### src/rtl/imu_poll_sequencer_if.sv
// rtl/imu_poll_sequencer_if.sv - command/status bundle between the IMU poll sequencer and the I2C master
//
// master modport : sequencer side (drives the command, receives status/read data)
// slave modport  : I2C master side (receives the command, drives status/read data)
//   i2c_start       request a transaction
//   i2c_rw          0 = pointer write, 1 = read
//   i2c_slave_addr  7-bit device address
//   i2c_w_data      byte to write (register pointer)
//   i2c_data_len    number of bytes in the transaction
//   i2c_r_data      byte returned by a read
//   i2c_busy        transaction in progress
//   i2c_ack_error   NACK flag, valid when i2c_done rises
//   i2c_done        transaction complete (level, may stay high)

`timescale 1ns/1ps

interface imu_poll_sequencer_if;
    logic       i2c_start;
    logic       i2c_rw;
    logic [6:0] i2c_slave_addr;
    logic [7:0] i2c_w_data;
    logic [1:0] i2c_data_len;
    logic [7:0] i2c_r_data;
    logic       i2c_busy;
    logic       i2c_ack_error;
    logic       i2c_done;

    modport master (
        output i2c_start, i2c_rw, i2c_slave_addr, i2c_w_data, i2c_data_len,
        input  i2c_r_data, i2c_busy, i2c_ack_error, i2c_done
    );

    modport slave (
        input  i2c_start, i2c_rw, i2c_slave_addr, i2c_w_data, i2c_data_len,
        output i2c_r_data, i2c_busy, i2c_ack_error, i2c_done
    );
endinterface

### src/rtl/imu_poll_sequencer.sv
// rtl/imu_poll_sequencer.sv - periodic 3-axis IMU poller driving a general I2C master
//
// Every POLL_PERIOD cycles (while enabled) reads NUM_BYTES data registers starting at REG_BASE,
// each as a 1-byte pointer write followed by a 1-byte read, and publishes big-endian X/Y/Z samples.
// Optional feature macro: IMU_RETRY_EN (reissue a failing byte from its pointer write up to MAX_RETRY times).
//
// Ports:
//   clk, reset      clock, asynchronous active-high reset
//   enable          polling enable (acted on in IDLE / WAIT_TICK)
//   i2c             command/status bundle to the I2C master (master modport)
//   sample_x/y/z    last complete sample, two's complement
//   sample_valid    one-cycle strobe coincident with a sample update
//   seq_busy        high while a sample sequence is in flight
//   err_count       number of aborted samples, saturating

`timescale 1ns/1ps

module imu_poll_sequencer #(
    parameter logic [6:0] SLAVE_ADDR     = 7'h68,
    parameter logic [7:0] REG_BASE       = 8'h3B,
    parameter int         NUM_BYTES      = 6,
    parameter int         POLL_PERIOD    = 100000,
    parameter int         TIMEOUT_CYCLES = 200000,
    parameter int         MAX_RETRY      = 3
) (
    input  logic                       clk,
    input  logic                       reset,
    input  logic                       enable,
    imu_poll_sequencer_if.master       i2c,
    output logic [15:0]                sample_x,
    output logic [15:0]                sample_y,
    output logic [15:0]                sample_z,
    output logic                       sample_valid,
    output logic                       seq_busy,
    output logic [7:0]                 err_count
);

`ifdef IMU_RETRY_EN
    localparam bit RETRY_EN = 1'b1;
`else
    localparam bit RETRY_EN = 1'b0;
`endif

    localparam int PCNT_W = $clog2(POLL_PERIOD + 1);
    localparam int WD_W   = $clog2(TIMEOUT_CYCLES + 1);
    localparam int RTY_W  = $clog2(MAX_RETRY + 2);
    localparam int IDX_W  = $clog2(NUM_BYTES);

    typedef enum logic [2:0] {
        S_IDLE,
        S_WAIT_TICK,
        S_PTR_REQ,
        S_PTR_WAIT,
        S_RD_REQ,
        S_RD_WAIT,
        S_PUBLISH,
        S_FAIL
    } state_t;

    state_t                         state_q, state_d;
    logic [IDX_W-1:0]               idx_q, idx_d;
    logic [NUM_BYTES-1:0][7:0]      shadow_q, shadow_d;
    logic [15:0]                    sample_x_q, sample_x_d;
    logic [15:0]                    sample_y_q, sample_y_d;
    logic [15:0]                    sample_z_q, sample_z_d;
    logic                           sample_valid_q, sample_valid_d;
    logic [7:0]                     err_q, err_d;
    logic [PCNT_W-1:0]              cnt_q, cnt_d;
    logic [WD_W-1:0]                wd_q, wd_d;
    logic [RTY_W-1:0]               retry_q, retry_d;
    logic [1:0]                     busy_sync_q, busy_sync_d;
    logic [1:0]                     done_sync_q, done_sync_d;
    logic [1:0]                     ack_sync_q, ack_sync_d;
    logic                           done_prev_q, done_prev_d;

    logic busy_s, done_s, ack_s, done_rise;
    logic tick, in_txn, in_req, timeout;
    logic err_evt, wd_restart;

    // Master status crosses in through plain 2-flop synchronisers; done_prev
    // is one more stage so the edge is detected on settled values only.
    always_comb begin
        busy_sync_d = {busy_sync_q[0], i2c.i2c_busy};
        done_sync_d = {done_sync_q[0], i2c.i2c_done};
        ack_sync_d  = {ack_sync_q[0],  i2c.i2c_ack_error};
        done_prev_d = done_sync_q[1];
    end

    assign busy_s    = busy_sync_q[1];
    assign done_s    = done_sync_q[1];
    assign ack_s     = ack_sync_q[1];
    assign done_rise = done_s & ~done_prev_q;

    // Period counter: the roll cycle is the tick; parked at zero while disabled.
    assign tick = enable && (cnt_q == PCNT_W'(POLL_PERIOD - 1));

    always_comb begin
        cnt_d = cnt_q;
        if (!enable) begin
            cnt_d = '0;
        end else if (tick) begin
            cnt_d = '0;
        end else begin
            cnt_d = cnt_q + 1'b1;
        end
    end

    assign in_req  = (state_q == S_PTR_REQ) || (state_q == S_RD_REQ);
    assign in_txn  = in_req || (state_q == S_PTR_WAIT) || (state_q == S_RD_WAIT);
    assign timeout = in_txn && (wd_q == WD_W'(TIMEOUT_CYCLES - 1));

    always_comb begin
        state_d        = state_q;
        idx_d          = idx_q;
        shadow_d       = shadow_q;
        sample_x_d     = sample_x_q;
        sample_y_d     = sample_y_q;
        sample_z_d     = sample_z_q;
        sample_valid_d = 1'b0;
        err_d          = err_q;
        retry_d        = retry_q;
        err_evt        = 1'b0;
        wd_restart     = 1'b0;

        unique case (state_q)
            S_IDLE: begin
                if (enable) begin
                    state_d = S_WAIT_TICK;
                end
            end
            S_WAIT_TICK: begin
                if (!enable) begin
                    state_d = S_IDLE;
                end else if (tick) begin
                    idx_d   = '0;
                    retry_d = '0;
                    state_d = S_PTR_REQ;
                end
            end
            S_PTR_REQ: begin
                if (timeout) begin
                    err_evt = 1'b1;
                end else if (busy_s) begin
                    state_d = S_PTR_WAIT;
                end
            end
            S_PTR_WAIT: begin
                if (done_rise) begin
                    if (ack_s) begin
                        err_evt = 1'b1;
                    end else begin
                        state_d = S_RD_REQ;
                    end
                end else if (timeout) begin
                    err_evt = 1'b1;
                end
            end
            S_RD_REQ: begin
                if (timeout) begin
                    err_evt = 1'b1;
                end else if (busy_s) begin
                    state_d = S_RD_WAIT;
                end
            end
            S_RD_WAIT: begin
                if (done_rise) begin
                    if (ack_s) begin
                        err_evt = 1'b1;
                    end else begin
                        shadow_d[idx_q] = i2c.i2c_r_data;
                        if (idx_q == IDX_W'(NUM_BYTES - 1)) begin
                            state_d = S_PUBLISH;
                        end else begin
                            idx_d   = idx_q + 1'b1;
                            retry_d = '0;
                            state_d = S_PTR_REQ;
                        end
                    end
                end else if (timeout) begin
                    err_evt = 1'b1;
                end
            end
            S_PUBLISH: begin
                sample_x_d     = {shadow_q[0], shadow_q[1]};
                sample_y_d     = {shadow_q[2], shadow_q[3]};
                sample_z_d     = {shadow_q[4], shadow_q[5]};
                sample_valid_d = 1'b1;
                idx_d          = '0;
                retry_d        = '0;
                state_d        = S_WAIT_TICK;
            end
            S_FAIL: begin
                if (err_q != 8'hFF) begin
                    err_d = err_q + 8'd1;
                end
                idx_d   = '0;
                retry_d = '0;
                state_d = S_WAIT_TICK;
            end
            default: begin
                state_d = S_IDLE;
            end
        endcase

        // A failed byte is retried from its pointer write; the retry path may
        // stay in PTR_REQ, so the watchdog is restarted explicitly.
        if (err_evt) begin
            if (RETRY_EN && (retry_q < RTY_W'(MAX_RETRY))) begin
                retry_d    = retry_q + 1'b1;
                wd_restart = 1'b1;
                state_d    = S_PTR_REQ;
            end else begin
                state_d = S_FAIL;
            end
        end

        if (in_txn && (state_d == state_q) && !wd_restart) begin
            wd_d = wd_q + 1'b1;
        end else begin
            wd_d = '0;
        end
    end

    always_ff @(posedge clk or posedge reset) begin
        if (reset) begin
            state_q        <= S_IDLE;
            idx_q          <= '0;
            shadow_q       <= '0;
            sample_x_q     <= '0;
            sample_y_q     <= '0;
            sample_z_q     <= '0;
            sample_valid_q <= 1'b0;
            err_q          <= '0;
            cnt_q          <= '0;
            wd_q           <= '0;
            retry_q        <= '0;
            busy_sync_q    <= '0;
            done_sync_q    <= '0;
            ack_sync_q     <= '0;
            done_prev_q    <= 1'b0;
        end else begin
            state_q        <= state_d;
            idx_q          <= idx_d;
            shadow_q       <= shadow_d;
            sample_x_q     <= sample_x_d;
            sample_y_q     <= sample_y_d;
            sample_z_q     <= sample_z_d;
            sample_valid_q <= sample_valid_d;
            err_q          <= err_d;
            cnt_q          <= cnt_d;
            wd_q           <= wd_d;
            retry_q        <= retry_d;
            busy_sync_q    <= busy_sync_d;
            done_sync_q    <= done_sync_d;
            ack_sync_q     <= ack_sync_d;
            done_prev_q    <= done_prev_d;
        end
    end

    // i2c_start is decoded from registered state so it falls in the very cycle
    // busy is seen, on a watchdog expiry, and asynchronously with reset.
    assign i2c.i2c_start      = in_req && !busy_s && !timeout;
    assign i2c.i2c_rw         = (state_q == S_RD_REQ) || (state_q == S_RD_WAIT);
    assign i2c.i2c_w_data     = REG_BASE + 8'(idx_q);
    assign i2c.i2c_slave_addr = SLAVE_ADDR;
    assign i2c.i2c_data_len   = 2'd1;

    assign sample_x     = sample_x_q;
    assign sample_y     = sample_y_q;
    assign sample_z     = sample_z_q;
    assign sample_valid = sample_valid_q;
    assign seq_busy     = (state_q != S_IDLE) && (state_q != S_WAIT_TICK);
    assign err_count    = err_q;

endmodule

### src/flat_wrapper.sv
// flat-port wrapper written by rule: the top's interface ports become plain ports
module imu_poll_sequencer_flat 
#(
    parameter logic [6:0] SLAVE_ADDR     = 7'h68,
    parameter logic [7:0] REG_BASE       = 8'h3B,
    parameter int         NUM_BYTES      = 6,
    parameter int         POLL_PERIOD    = 100000,
    parameter int         TIMEOUT_CYCLES = 200000,
    parameter int         MAX_RETRY      = 3
)
  (clk, reset, enable, sample_x, sample_y, sample_z, sample_valid, seq_busy, err_count, i2c_i2c_start, i2c_i2c_rw, i2c_i2c_slave_addr, i2c_i2c_w_data, i2c_i2c_data_len, i2c_i2c_r_data, i2c_i2c_busy, i2c_i2c_ack_error, i2c_i2c_done);
  imu_poll_sequencer_if i2c_i ();
  input  logic clk;
  input  logic reset;
  input  logic enable;
  output logic [15:0] sample_x;
  output logic [15:0] sample_y;
  output logic [15:0] sample_z;
  output logic sample_valid;
  output logic seq_busy;
  output logic [7:0] err_count;
  output wire logic [$bits(i2c_i.i2c_start)-1:0] i2c_i2c_start;
  output wire logic [$bits(i2c_i.i2c_rw)-1:0] i2c_i2c_rw;
  output wire logic [$bits(i2c_i.i2c_slave_addr)-1:0] i2c_i2c_slave_addr;
  output wire logic [$bits(i2c_i.i2c_w_data)-1:0] i2c_i2c_w_data;
  output wire logic [$bits(i2c_i.i2c_data_len)-1:0] i2c_i2c_data_len;
  input wire logic [$bits(i2c_i.i2c_r_data)-1:0] i2c_i2c_r_data;
  input wire logic [$bits(i2c_i.i2c_busy)-1:0] i2c_i2c_busy;
  input wire logic [$bits(i2c_i.i2c_ack_error)-1:0] i2c_i2c_ack_error;
  input wire logic [$bits(i2c_i.i2c_done)-1:0] i2c_i2c_done;
  assign i2c_i2c_start = i2c_i.i2c_start;
  assign i2c_i2c_rw = i2c_i.i2c_rw;
  assign i2c_i2c_slave_addr = i2c_i.i2c_slave_addr;
  assign i2c_i2c_w_data = i2c_i.i2c_w_data;
  assign i2c_i2c_data_len = i2c_i.i2c_data_len;
  assign i2c_i.i2c_r_data = i2c_i2c_r_data;
  assign i2c_i.i2c_busy = i2c_i2c_busy;
  assign i2c_i.i2c_ack_error = i2c_i2c_ack_error;
  assign i2c_i.i2c_done = i2c_i2c_done;
  imu_poll_sequencer #(.SLAVE_ADDR(SLAVE_ADDR), .REG_BASE(REG_BASE), .NUM_BYTES(NUM_BYTES), .POLL_PERIOD(POLL_PERIOD), .TIMEOUT_CYCLES(TIMEOUT_CYCLES), .MAX_RETRY(MAX_RETRY)) u_core (.clk(clk), .reset(reset), .enable(enable), .i2c(i2c_i), .sample_x(sample_x), .sample_y(sample_y), .sample_z(sample_z), .sample_valid(sample_valid), .seq_busy(seq_busy), .err_count(err_count));
endmodule
### config.mk
export PLATFORM = sky130hd
export DESIGN_NAME = imu_poll_sequencer_flat
export DESIGN_NICKNAME = d
export VERILOG_FILES = /design/src/rtl/imu_poll_sequencer_if.sv /design/src/rtl/imu_poll_sequencer.sv /design/src/flat_wrapper.sv
export SDC_FILE = /design/constraint.sdc
export NUM_CORES = 1
export LEC_CHECK = 0
export CAP_MARGIN = 20
export CORE_ASPECT_RATIO = 0.6
export CORE_MARGIN = 5
export CORE_UTILIZATION = 55
export CTS_CLUSTER_DIAMETER = 150
export DETAILED_ROUTE_END_ITERATION = 8
export GPL_ROUTABILITY_DRIVEN = 1
export PLACE_DENSITY = 0.8
export SLEW_MARGIN = 25
export SYNTH_ARGS = -nofsm -noshare
export SYNTH_HDL_FRONTEND = slang
export SYNTH_SLANG_ARGS = --single-unit
### constraint.sdc
create_clock -name clk -period 9.7 [get_ports clk]
set_input_delay 1.94 -clock clk [delete_from_list [all_inputs] [get_ports clk]]
set_output_delay 1.94 -clock clk [all_outputs]
set_load 0.02 [all_outputs]
== Word level (Yosys, flattened, before mapping) ==
Index checks and enable logic that the tools add are counted.
Operators by class
  $add $sub $neg: 5
  magnitude comparators: 2
  eq/ne operators: 18
  mux-type cells: 31
  bitwise logic cells: 3
  reduce and logical (&&, ||, !) cells: 22
Operators by type and width (count)
  2-to-1 mux 3 bit: 18
  bitwise mux 48 bit: 1
  2-to-1 mux 17 bit: 2
  demux 8 bit (select 3 bit): 1
  case mux 3 bit (7 select lines): 1
  adder 18 x 1 -> 18 bit (second input constant): 1
  == test 18 bit (second input constant): 1
  2-to-1 mux 18 bit: 1
  adder 17 x 1 -> 17 bit (second input constant): 1
  == test 17 bit (second input constant): 1
  == test 3 bit (second input constant): 5
  case mux 3 bit (3 select lines): 1
  adder 8 x 1 -> 8 bit (second input constant): 1
  2-to-1 mux 8 bit: 1
  != test 8 bit (second input constant): 1
  adder 6 x 3 -> 7 bit (first input constant): 1
  logical AND 1 bit: 7
  == test 3 x 2 -> 1 bit (second input constant): 2
  != test 2 bit (second input constant): 3
  AND reduction 6 bit: 1
  nonzero test 3 bit: 2
  OR reduction 2 bit: 3
  logical OR 1 bit: 4
  less-than comparator 3 x 4 -> 1 bit (second input constant): 1
  14 further kinds: 20
Word-level totals
  flip-flop bits (word level): 153
  input bits: 14
  output and inout port bits: 77
  logic and storage cells: 100

== Longest topological paths before layout ==
  word-level depth: 12
  mapped depth: 9
  depth with buffers taken out: 7

== Worst setup path after synthesis ==
Ideal clock, no wire load.
  path kind: in2out
  from: input enable
  to: output i2c_i2c_start
  arrival time: 2.807 ns
  required time: 7.760 ns
  setup slack: 4.953 ns
  stages: 4
  path buffers: 0
  cells stage by stage: or4b_1 -> o211ai_2 -> a311oi_2 -> and2_1
RTL lines
  start, declared: line flat_wrapper.sv:15  | input logic enable;
  end, declared: line flat_wrapper.sv:22  | output wire logic [$bits(i2c_i.i2c_start)-1:0] i2c_i2c_start;

==> flow_metrics.py <==
metrics = {
    "sta": {
        "post-route-period-util": 0.6106,
        "finClkSkew_ns": 0.01097,
        "max_slew_margin": 0.3409,
        "max_freq_mhz": 168.8,
        "setup_ws_ns": 3.777,
        "rsz0062_at_grt": "false",
        "setup_viol_count_final": 0,
        "fin_crit_ns": 5.923,
        "hold_violations": 0,
        "tightest_slew_ns": 0.9887,
        "finalMaxSlewViolations": 0,
        "finalSetupTns_ns": 0,
    },
    "yosys": {
        "synthArstFlopShare": 1.000,
        "ys_ff_latch": 153,
        "syn_inst": 591,
        "yosys_warnings": 0,
        "ys.flop_type": "dfrtp_1",
        "synth_edf_count": 0,
        "yosysUniqueCellTypes": 47,
        "syn_area_um2": 6480,
        "yosysSeqAreaShare": 0.5908,
        "postSynthAreaPerCell_um2": 10.96,
    },
    "final_layout": {
        "diodes": 0,
        "nNetsFinal": 693,
        "final_cell_mix": "nand2_1 (158), dfrtp_1 (153), clkdlybuf4s50_1 (80)",
        "layout_commonest_cell": "nand2_1",
        "area_delta_synth_final_pct": 23.27,
        "drive_gt1_frac": 0.1416,
    },
    "drt": {
        "drc": 0,
        "wl_per_cell_um": 16.16,
        "drt-initial-drc-count": 310,
        "wirelength_um": 13650,
        "viasPerCell": 5.275,
        "first_pass_iters": 4,
        "ant_nets": 0,
        "vias": 4457,
    },
    "global_route": {
        "grt_max_degree": 80,
        "antenna_found_initial": 0,
        "grt_pass1_vias": 4352,
        "grt_remaining_overflow": 0,
        "grt_first_pass_wirelength_um": 22360,
        "track_usage": 0.2038,
    },
    "clocking": {
        "cts-resized-gates": 0,
        "postCtsHoldBufs": 0,
        "cts_max_path_buffers": 2,
        "htree_levels": 4,
        "post_cts_buffers": 0,
        "clk_latency_ns": 0.41,
        "clk_pin_slew_ns": 0.06,
        "clock-sinks": 153,
        "numCtsBuffers": 17,
        "root_buffer": "clkbuf_16",
        "tritoncts": "yes",
    },
    "run": {
        "drv_cap": 0,
    },
    "power": {
        "peakVddDrop_mv": 0.1463,
        "p_leak_nw": 3.784,
        "power_density_nw_per_um2": 169.6,
    },
    "placed_design": {
        "place_ws_ns": 3.828,
        "dp_hpwl_um": 9017,
        "io_buffers": 80,
        "gp_congestion": 0.8948,
    },
    "floorplanning": {
        "dieArea_um2": 14120,
        "die_x_um": 150.1,
        "die_h_um": 94.08,
        "coreArea_um2": 11410,
        "boundaryPins": 91,
        "start_util": 0.5679,
        "rows": 30,
    },
    "worst_setup_path": {
        "critPathSlowestCell": "clkdlybuf4s50_1",
        "max_stage_delay_ns": 0.60,
        "critPathArrivalTime_ns": 3.98,
        "crit_fanout": 6,
        "cp_cell_sequence": "clkdlybuf4s50_1, or4b_1, o211ai_2, a311oi_2, and2_1, clkdlybuf4s50_1",
        "crit_buf_inv": 2,
        "critPathMostFrequentCell": "clkdlybuf4s50_1",
        "critPathRequiredTime_ns": 7.76,
        "critPathLaunchType": "input pin",
        "critPathTopFamily": "buffers and inverters",
        "end_kind": "primary output",
        "critical_path_class": "input pin to primary output",
    },
    "status": {
        "status": "finished clean",
    },
    "min_path": {
        "hold_path.class": "register to register",
    },
}
[state kept, by name, summed over array words and instances, names as in the netlist]
signal	flops
u_core.sample_y	16
u_core.wd_q	18
u_core.state_q	3
u_core.busy_sync_q	2
u_core.sample_z	16
u_core.sample_valid	1
u_core.cnt_q	17
u_core.err_count	8
u_core.done_sync_q	2
u_core.ack_sync_q	2
u_core.shadow_q	48
u_core.done_prev_q	1
u_core.idx_q	3
u_core.sample_x	16
[synth_stat cells, types with 5 or more instances]
cell      count  area [µm²]
buf_4        11       82.58
mux2_2       49       551.8
nand4_1      15       93.84
clkbuf_1     11       41.29
o21ai_0       5       25.02
buf_2         6       30.03
xor2_1       17       148.9
ha_1          7       87.58
nand3_1      16       80.08
nand2_1     158       593.1
xnor2_1      22       192.7
dfrtp_1     153        3829
nor3_1        5       25.02
nor2_1       42       157.7
and3_1        8       50.05
and4_1        6       52.55
inv_1        12       45.04
[path summary, 6_finish.rpt]
check | depth (start not counted) | from | endpoint | slack, ns
min reg2reg | 0 | u_core.busy_sync_q[0] | u_core.busy_sync_q[1] | 0.35
max | 6 | enable | i2c_i2c_start | 3.78
max reg2reg | 6 | u_core.state_q[1] | u_core.sample_x[15] | 7.22
max in group asynchronous | 4 | reset | u_core.wd_q[1] | 6.49
min | 0 | u_core.busy_sync_q[0] | u_core.busy_sync_q[1] | 0.35
min in group asynchronous | 2 | reset | u_core.wd_q[10] | 2.01
[power breakdown]
part | internal [W] | total, W | switching, W
combinational | 0.0000133 | 0.0000399 | 0.0000266
clock | 0.000395 | 0.000661 | 0.000266
sequential | 0.000646 | 0.000653 | 0.00000696
[cells by family after synthesis]
kind of cell	Yosys count	synth area share
AND/OR/NAND/NOR	277	0.1942
flip-flops	153	0.5908
multiplexers	50	0.08670
buffers and inverters	42	0.03302
XOR/XNOR	39	0.05271
AO/OA/AOI/OAI	21	0.02781
adder cells (fa/ha/maj)	7	0.01352
other	2	0.001159
[worst register-to-register path, stage by stage (launching register included)]
cell and delay, ns:
dfrtp_1 0.54, nand2_1 0.17, or2_2 0.66, inv_1 0.35, buf_4 0.45, nand2_1 0.17, nand2_1 0.08
[through the flow]
stage	area, µm²	power, W	utilization	std cells	hold WS [ns]
global route	7988	0.001399	0.7000	845	0.3551
global placement	7366	0.0007019	0.6455	812	0.3365
detailed placement	7366	0.0007042	0.6455	812	0.3405
finish	7988	0.001354	0.7000	845	0.3518
CTS	7964	0.001366	0.6979	844	0.3547
floorplan	6510	0.0006906	-	599	0.3312
[per-layer routing]
metal | up-vias | GRT usage | part of all wire
met5 | - | 0 | 0
met4 | 0 | 0.05327 | 0.0072
met3 | 11 | 0.05352 | 0.057
met2 | 134 | 0.2973 | 0.45
met1 | 2214 | 0.3042 | 0.48
li1 | 2098 | - | -
[area by class of cell]
class	count	area (µm²)
clock buffers	20	456.7
clock inverters	12	141.4
fillers	820	3423
inverters	13	53.80
multi-input cells	404	2471
flip-flops and latches	153	3829
well taps	160	200.2
repair buffers	83	835.8
(Power assumes the default switching activity.)
